`src/rtl/mac_array_pkg.sv`:
```
// mac_array_pkg: shared types and helpers for the mac_array operand feeder
package mac_array_pkg;

    typedef enum logic [2:0] {
        IDLE,
        CLEAR,
        STREAM,
        FLUSH,
        WAIT,
        DONE
    } feeder_state_t;

    function automatic int FLUSH_LEN(input int m, input int n);
        return m + n - 1;
    endfunction

endpackage

```
`src/rtl/mac_skew_line.sv`:
```
// mac_skew_line: enable-gated shift register with synchronous clear, output is the deepest stage
module mac_skew_line #(
    parameter int DEPTH      = 1,
    parameter int DATA_WIDTH = 16
) (
    input  logic                  clk,
    input  logic                  clr,
    input  logic                  en,
    input  logic [DATA_WIDTH-1:0] d,
    output logic [DATA_WIDTH-1:0] q
);

    logic [DEPTH-1:0][DATA_WIDTH-1:0] sr;

    always_ff @(posedge clk) begin
        if (clr) begin
            sr <= '0;
        end else if (en) begin
            for (int k = DEPTH - 1; k > 0; k--) sr[k] <= sr[k-1];
            sr[0] <= d;
        end
    end

    assign q = sr[DEPTH-1];

endmodule

```
`src/rtl/mac_array_feeder.sv`:
```
// mac_array_feeder: sequences clear/stream/flush/done and feeds diagonally skewed operands into mac_array
module mac_array_feeder
    import mac_array_pkg::*;
#(
    parameter int DATA_WIDTH = 16,
    parameter int M_ROWS     = 4,
    parameter int N_COLS     = 4,
    parameter int K_W        = 8
) (
    input  logic                               clk_i,
    input  logic                               rst_i,
    input  logic                               start_i,
    input  logic [K_W-1:0]                     k_len_i,
    input  logic [M_ROWS-1:0][DATA_WIDTH-1:0]  a_slice_i,
    input  logic [N_COLS-1:0][DATA_WIDTH-1:0]  b_slice_i,
    input  logic                               slice_valid_i,
    output logic                               slice_ready_o,
    output logic [M_ROWS-1:0][DATA_WIDTH-1:0]  array_a_o,
    output logic [N_COLS-1:0][DATA_WIDTH-1:0]  array_b_o,
    output logic                               feed_a_valid_o,
    output logic                               feed_b_valid_o,
    output logic                               a_clr_o,
    output logic                               b_clr_o,
    output logic                               acc_clr_o,
    output logic                               busy_o,
    output logic                               done_o
);

    localparam int FL = FLUSH_LEN(M_ROWS, N_COLS);
    localparam int FW = $clog2(M_ROWS + N_COLS);

    feeder_state_t  state, state_nx;
    logic [K_W-1:0] k_len, cnt;
    logic [FW-1:0]  fcnt;
    logic           accept, adv, clr, last_slice, last_flush, feed_q;

    assign accept     = state == STREAM && slice_valid_i;
    assign adv        = accept || state == FLUSH;
    assign clr        = rst_i || state == CLEAR;
    assign last_slice = cnt + K_W'(1) == k_len;
    assign last_flush = fcnt == FW'(FL - 1);

    always_comb begin
        state_nx = state == IDLE   ? (start_i && k_len_i != '0 ? CLEAR : IDLE) :
                   state == CLEAR  ? STREAM :
                   state == STREAM ? (accept && last_slice ? FLUSH : STREAM) :
                   state == FLUSH  ? (last_flush ? WAIT : FLUSH) :
                   state == WAIT   ? DONE : IDLE;
    end

    always_ff @(posedge clk_i) begin
        if (rst_i) begin
            state  <= IDLE;
            k_len  <= '0;
            cnt    <= '0;
            fcnt   <= '0;
            feed_q <= 1'b0;
        end else begin
            state  <= state_nx;
            feed_q <= adv;
            if (state == IDLE && start_i) k_len <= k_len_i;
            cnt    <= state == STREAM ? cnt + K_W'(accept) : '0;
            fcnt   <= state == FLUSH ? fcnt + FW'(1) : '0;
        end
    end

    // Lane i has i+1 stages so element i of a slice reaches the array i advances after element 0
    for (genvar i = 0; i < M_ROWS; i++) begin : g_a
        mac_skew_line #(.DEPTH(i + 1), .DATA_WIDTH(DATA_WIDTH)) u_line (
            .clk (clk_i),
            .clr (clr),
            .en  (adv),
            .d   (state == FLUSH ? '0 : a_slice_i[i]),
            .q   (array_a_o[i])
        );
    end

    for (genvar j = 0; j < N_COLS; j++) begin : g_b
        mac_skew_line #(.DEPTH(j + 1), .DATA_WIDTH(DATA_WIDTH)) u_line (
            .clk (clk_i),
            .clr (clr),
            .en  (adv),
            .d   (state == FLUSH ? '0 : b_slice_i[j]),
            .q   (array_b_o[j])
        );
    end

    assign slice_ready_o  = state == STREAM;
    assign feed_a_valid_o = feed_q;
    assign feed_b_valid_o = feed_q;
    assign a_clr_o        = state == CLEAR;
    assign b_clr_o        = state == CLEAR;
    assign acc_clr_o      = state == CLEAR;
    assign busy_o         = state != IDLE;
    assign done_o         = state == DONE;

endmodule

```
`config.mk`:
```
export PLATFORM = sky130hd
export DESIGN_NAME = mac_array_feeder
export DESIGN_NICKNAME = d
export VERILOG_FILES = /design/src/rtl/mac_array_pkg.sv /design/src/rtl/mac_skew_line.sv /design/src/rtl/mac_array_feeder.sv
export SDC_FILE = /design/constraint.sdc
export NUM_CORES = 1
export LEC_CHECK = 0
export BUFFER_PORTS_ARGS = -buffer_cell sky130_fd_sc_hd__buf_4
export CAP_MARGIN = 20
export CORE_MARGIN = 2
export CORE_UTILIZATION = 29
export DETAILED_ROUTE_END_ITERATION = 10
export GPL_ROUTABILITY_DRIVEN = 1
export SLEW_MARGIN = 0
export SYNTH_ARGS = -nofsm -noshare
export SYNTH_HDL_FRONTEND = slang
export SYNTH_SLANG_ARGS = --single-unit
```
`constraint.sdc`:
```
create_clock -name clk_i -period 1.9 [get_ports clk_i]
set_input_delay 0.19 -clock clk_i [delete_from_list [all_inputs] [get_ports clk_i]]
set_output_delay 0.19 -clock clk_i [all_outputs]
set_load 0.05 [all_outputs]
```
; ---- Word level (Yosys, flattened, before mapping)
; Index checks and enable logic that the tools add are counted.
[totals]
regBits = 343
input_bits = 140
[classes]
n_addsub = 3
n_eq_ne = 7
n_mux = 16
bitwise = 2
n_reduce_logical = 11
[ops]
columns = operator, n
row1 = 16-bit 2-to-1 mux, 8
row2 = 3-bit 2-to-1 mux, 6
row3 = 3-bit == test (second input constant), 3
row4 = 8-bit by 1-bit adder with 8-bit output, 1
row5 = 8-bit by 1-bit adder with 8-bit output (second input constant), 1
row6 = 8-bit == test, 1
row7 = 8-bit nonzero test, 1
row8 = 3-bit by 2-bit == test with 1-bit output (second input constant), 2
row9 = 1-bit logical AND, 4
row10 = 2-bit OR reduction, 2
row11 = 3-bit by 1-bit adder with 3-bit output (second input constant), 1
row12 = 3-bit by 1-bit == test with 1-bit output (second input constant), 1
row13 = 3-bit logical NOT, 1
row14 = 3-bit nonzero test, 1
row15 = 1-bit logical OR, 2
row16 = 1-bit 2-to-1 mux, 2
row17 = 1-bit NOT, 2

; ---- Depth between registers and ports, before layout
[depth]
ltp_word = 7
mapped_depth = 11

; ---- By module
; From an unflattened synthesis, not the netlist that was laid out.
[hier_totals]
cells_unflattened = 1419
hier_area_um2 = 14370.0
[modules_own_cells]
columns = mod, n_inst, cells_each, area_each_um2, seq_area_each_um2
row1 = mac_skew_line (g_a[3].u_line ...), 2, 222, 2411.1, 1281.2
row2 = mac_skew_line (g_a[2].u_line ...), 2, 171, 1849.3, 960.9
row3 = mac_skew_line (g_a[1].u_line ...), 2, 119, 1283.7, 640.6
row4 = mac_array_feeder, 1, 291, 2120.8, 460.4
row5 = mac_skew_line (g_a[0].u_line ...), 2, 52, 580.6, 320.3

; ---- Least setup slack after synthesis
; Ideal clock, no wire load.
[synth_path]
path_type = register to register
from = register state[0]
to = register g_a[0].u_line.sr (netlist bit g_a[0].u_line.q[0])
setup_time_ns = 0.117
arrival_time_ns = 2.630
t_required_ns = 1.783
setup_slack_ns = -0.848
path_stages_with_launch = 9
path_buffers = 5
cell_sequence = dfxtp_1 > buf_2 > nor3b_1 > or2_1 > clkbuf_1 > buf_4 > buf_2 > buf_2 > nor2_1
[synth_between]
word_cells_on_any_way = 7
classes_between = 3 x eq/ne / 1 x mux / 3 x reduce/logical
[synth_rtl]
columns = item, line
row1 = start: declaration, mac_array_feeder.sv:32  ; feeder_state_t state, state_nx;
row2 = start signal: assignment, mac_array_feeder.sv:59  ; state <= state_nx;
row3 = 3-bit by 1-bit == test with 1-bit output, n/a
row4 = named net a_clr_o, mac_array_feeder.sv:22  ; output logic a_clr_o,
row5 = 1-bit logical OR, mac_array_feeder.sv:39  ; assign clr = rst_i || state == CLEAR;
row6 = end: declaration, mac_skew_line.sv:13  ; logic [DEPTH-1:0][DATA_WIDTH-1:0] sr;
; The timed path passes the listed nets, and every way through them passes these cells.
; A chain may end at the register's enable or synchronous reset.

; ---- Worst setup path after layout
[layout_path]
from = register cnt[2]
to = register state[0]
[layout_between]
elab_chain_cells = 7
[layout_lines]
columns = item, line
row1 = start: declaration, mac_array_feeder.sv:33  ; logic [K_W-1:0] k_len, cnt;
row2 = start signal: assignment, mac_array_feeder.sv:62  ; cnt <= state == STREAM ? cnt + K_W'(accept) : '0;
row3 = 8-bit by 1-bit adder with 8-bit output, mac_array_feeder.sv:40  ; assign last_slice = cnt + K_W'(1) == k_len;
row4 = 8-bit == test, mac_array_feeder.sv:40
row5 = 1-bit logical AND, mac_array_feeder.sv:46  ; state == STREAM ? (accept && last_slice ? FLUSH : STREAM) :
row6 = 1-bit 2-to-1 mux, mac_array_feeder.sv:46
row7 = 3-bit 2-to-1 mux, mac_array_feeder.sv:46
row8 = 3-bit 2-to-1 mux, mac_array_feeder.sv:45  ; state == CLEAR ? STREAM :
row9 = 3-bit 2-to-1 mux, mac_array_feeder.sv:44  ; state_nx = state == IDLE ? (start_i && k_len_i != '0 ? CLEAR : IDLE) :
; Every way passes these cells.

==> metrics.log <==
INFO  metric dpl.cell_count = 2,205
INFO  metric grt_pass1_wl = 55.1 mm
INFO  metric min_path_type = primary input to flop
INFO  metric least_margin_pin_slew = 0.573 ns
INFO  metric rows = 76
INFO  metric period_needed = around 1.8 ns
INFO  metric maxSlewHeadroom = 61.8%
INFO  metric max-clock-path-buffers = 3
INFO  metric syn-mean-instance-area = 8.35 µm²
INFO  metric number_of_enable_flip_flop_cells_after_synthesis = 0
INFO  metric vias = 10,912
INFO  metric path_max_fanout = 8
INFO  metric switchingPower = 3.98 mW
INFO  metric pin_count_of_the_biggest_net_entering_global_routing = 100
INFO  metric route.antenna.remaining_nets = 0
INFO  metric min_path_cells = 4
INFO  metric grt_antenna_before_repair = 3
INFO  metric unrepaired_setup_endpoints_after_global_routing = false
INFO  metric power.sequential.fraction = 43.5%
INFO  metric die_w = 213 µm
INFO  metric grt_overall_usage = 15.1%
INFO  metric mappedNetlistArea = 12,700 µm²
INFO  metric timing.final.crit_share = 95.0%
INFO  metric io_pins = roughly 280
INFO  metric tritoncts_num_sinks = 343
INFO  metric yosysWarningCount = 0
INFO  metric first_global_vias = 10,637
INFO  metric synth_seq_cells = 343
INFO  metric post_drt_via_cell_ratio = approximately 4.5
INFO  metric final_max_slew_viol_count = 0
INFO  metric report.final.setup_viol = 0
INFO  metric floorplan.initialDensity = 29.4%
INFO  metric cts_root_buffer = clkbuf_16
INFO  metric cts_inserted_buffers = 40
INFO  metric first_pass_iters = 5
INFO  metric critical_path.startpoint_type = flop
INFO  metric required = 2.36 ns
INFO  metric cellLeakagePower = 6.61 nW
INFO  metric comb_power_share = 9.3%
INFO  metric syn_nets = 1,661
INFO  metric dp_hpwl = roughly 22 mm
INFO  metric layout-drive-gt1-share = between 20% and 30%
INFO  metric design.die.area = between 40,000 and 50,000 µm²
INFO  metric finalPower = 16.9 mW
INFO  metric cts_tree = built
INFO  metric worstPathArrival = 2.26 ns
INFO  metric hold_viol = 0
INFO  metric postSynth.asyncResetShare = 0%
INFO  metric reg2reg_depth = 5
INFO  metric drt_first_iter_violations = 740
INFO  metric core_area = 43,100 µm²
INFO  metric power_switching_share = 23.5%
INFO  metric cell_internal_pwr = 12.9 mW
INFO  metric port-buffer-count = 275
INFO  metric cap_viol_max_count = 0
INFO  metric p_clk_share = 47.2%
INFO  metric worst_setup_path_end_kind = flop
INFO  metric netlist-cell-type-count = 43
INFO  metric layout-area-overhead-vs-synth = 39.3%
INFO  metric synthCells = 1,516
INFO  metric power_per_cell_area = roughly 960 nW/µm²
INFO  metric synth-seq-area-share = a little over half
INFO  metric finalNetCount = 1,947
INFO  metric die_height = 213 µm
INFO  metric post-route-drc-count = 0
INFO  metric totalWireLength = between 30 and 40 mm
INFO  metric status = complete, no violations
INFO  metric fillerInstances = 4,270
INFO  metric clock_latency = 0.54 ns
INFO  metric fin_skew = slightly below 0.01 ns
INFO  metric htreeDepth = 2
INFO  metric ys_dominant_reg_cell = dfxtp_1
INFO  metric maximum_resistive_drop_on_vdd = 718 µV
INFO  metric cts.reportedPaths.clkPinSlew = 0.06 ns
INFO  metric maxClockFrequency = 554 MHz
INFO  metric criticalPathCategory = flop to flop
INFO  metric gp_congestion = 0.755
INFO  metric worst_hold_margin = 0.127 ns
INFO  metric layoutNonFillerInstCount = approximately 2,400
INFO  metric grt_overflow_total = 0
INFO  metric routedWlPerCell = 14.4 µm
-- what timing repair did --
item,CTS,global route
gates cloned,0,0
endpoints found under the setup margin,26,3
buffers inserted,3,0
gates resized for setup,2,1
hold endpoints to repair,139,0
hold buffers,137,0
pin swaps,1,0
-- cells in the mapped netlist, types with 5 or more instances --
master / number / area share, %
ha_1: 5 / 0.49
xnor2_1: 8 / 0.55
nand3_1: 6 / 0.24
dfxtp_1: 343 / 54
a22oi_1: 117 / 6.9
buf_2: 42 / 1.7
a21oi_1: 213 / 8.4
buf_4: 100 / 5.9
nor2_1: 134 / 4.0
inv_1: 5 / 0.15
clkbuf_1: 66 / 2.0
nand2_1: 430 / 13
xor2_1: 6 / 0.42
-- cell families after synthesis --
| logic type | synth area share, % |
|---|---|
| simple gates | 18.4 |
| flops | 54.2 |
| compound gates | 16.1 |
| buf+inv | 9.84 |
| xor+xnor | 0.968 |
| fa+ha+maj | 0.494 |
-- per-layer routing --
layer / GRT usage [%] / up-vias / share of wire (%) / routed length (µm)
li1: - / 5479 / - / -
met1: 18.8 / 5080 / 44 / 15200
met2: 24.8 / 301 / 47 / 16400
met3: 4.59 / 48 / 7.3 / 2550
met4: 4.68 / 4 / 1.9 / 660
met5: 0 / - / 0.069 / 24
-- sequential cells by signal (all words and copies together) (netlist names) --
register and cells:
cnt 8, fcnt 3, feed_a_valid_o 1, g_a.u_line.q 64
g_a.u_line.sr 96, g_b.u_line.q 64, g_b.u_line.sr 96, k_len 8
state 3
-- worst max-delay path: stages, from the launching register on --
cell and delay [ns]:
dfxtp_1 0.47, and3_4 0.28, nand3_2 0.10, or4b_1 0.52, a41o_1 0.24, a21oi_1 0.12
-- power by group through the flow --
stage / registers [mW] / logic, mW / clock network [mW]
4_1_cts: 7.36 / 1.59 / 8.28
3_3_place_gp: 7.51 / 1.32 / 0
6_report: 7.36 / 1.58 / 7.99
3_5_place_dp: 7.52 / 1.33 / 0
5_1_grt: 7.37 / 1.71 / 8.54
2_1_floorplan: 7.57 / 0.693 / 0
-- final cells by class --
type	instances	area, µm²	area share (%)
Sequential cell	343	6870	38.9
Tap cell	585	732	4.15
Antenna cell	1	2.50	0.0142
Inverter	6	25.0	0.142
Timing Repair Buffer	456	4010	22.7
Multi-Input combinational cell	955	4630	26.2
Clock buffer	60	1170	6.63
Clock inverter	12	203	1.15
-- metrics by stage --
stage,setup WS [ns],setup TNS (ns),instance area (µm²),utilization [%]
final,0.0958,0,17600,40.9
after detailed placement,-0.0467,-0.338,14800,34.4
after global placement,0.0393,0,14800,34.4
after CTS,0.0210,0,17600,40.9
after global routing,0.0172,0,17600,40.9
after floorplan,-0.250,-58.01,12700,-
-- final timing paths --
kind              slack [ns]              endpoint            startpoint
setup / recovery         0.1              state[0]                cnt[2]
hold / removal          0.13              k_len[0]               start_i
setup reg to reg         0.1              state[0]                cnt[2]
hold reg to reg         0.45  g_a[2].u_line.sr[31]  g_a[2].u_line.sr[15]
-- placed cells by master, fill, tap and decap left out, drive strengths merged, types with 2 or more instances in the layout --
cell type / n
a22oi: 117
inv: 7
nor3: 2
buf: 319
bufinv: 5
and2: 2
nor2: 134
clkbuf: 60
nor3b: 4
dfxtp: 343
clkinv: 5
dlygate4sd3: 137
nand2: 430
nand3: 7
or2: 2
or3: 2
xnor2: 8
and3: 2
o21ai: 4
ha: 5
nor4: 3
a21oi: 213
xor2: 6
No activity file was read; power rests on OpenSTA's default activity.
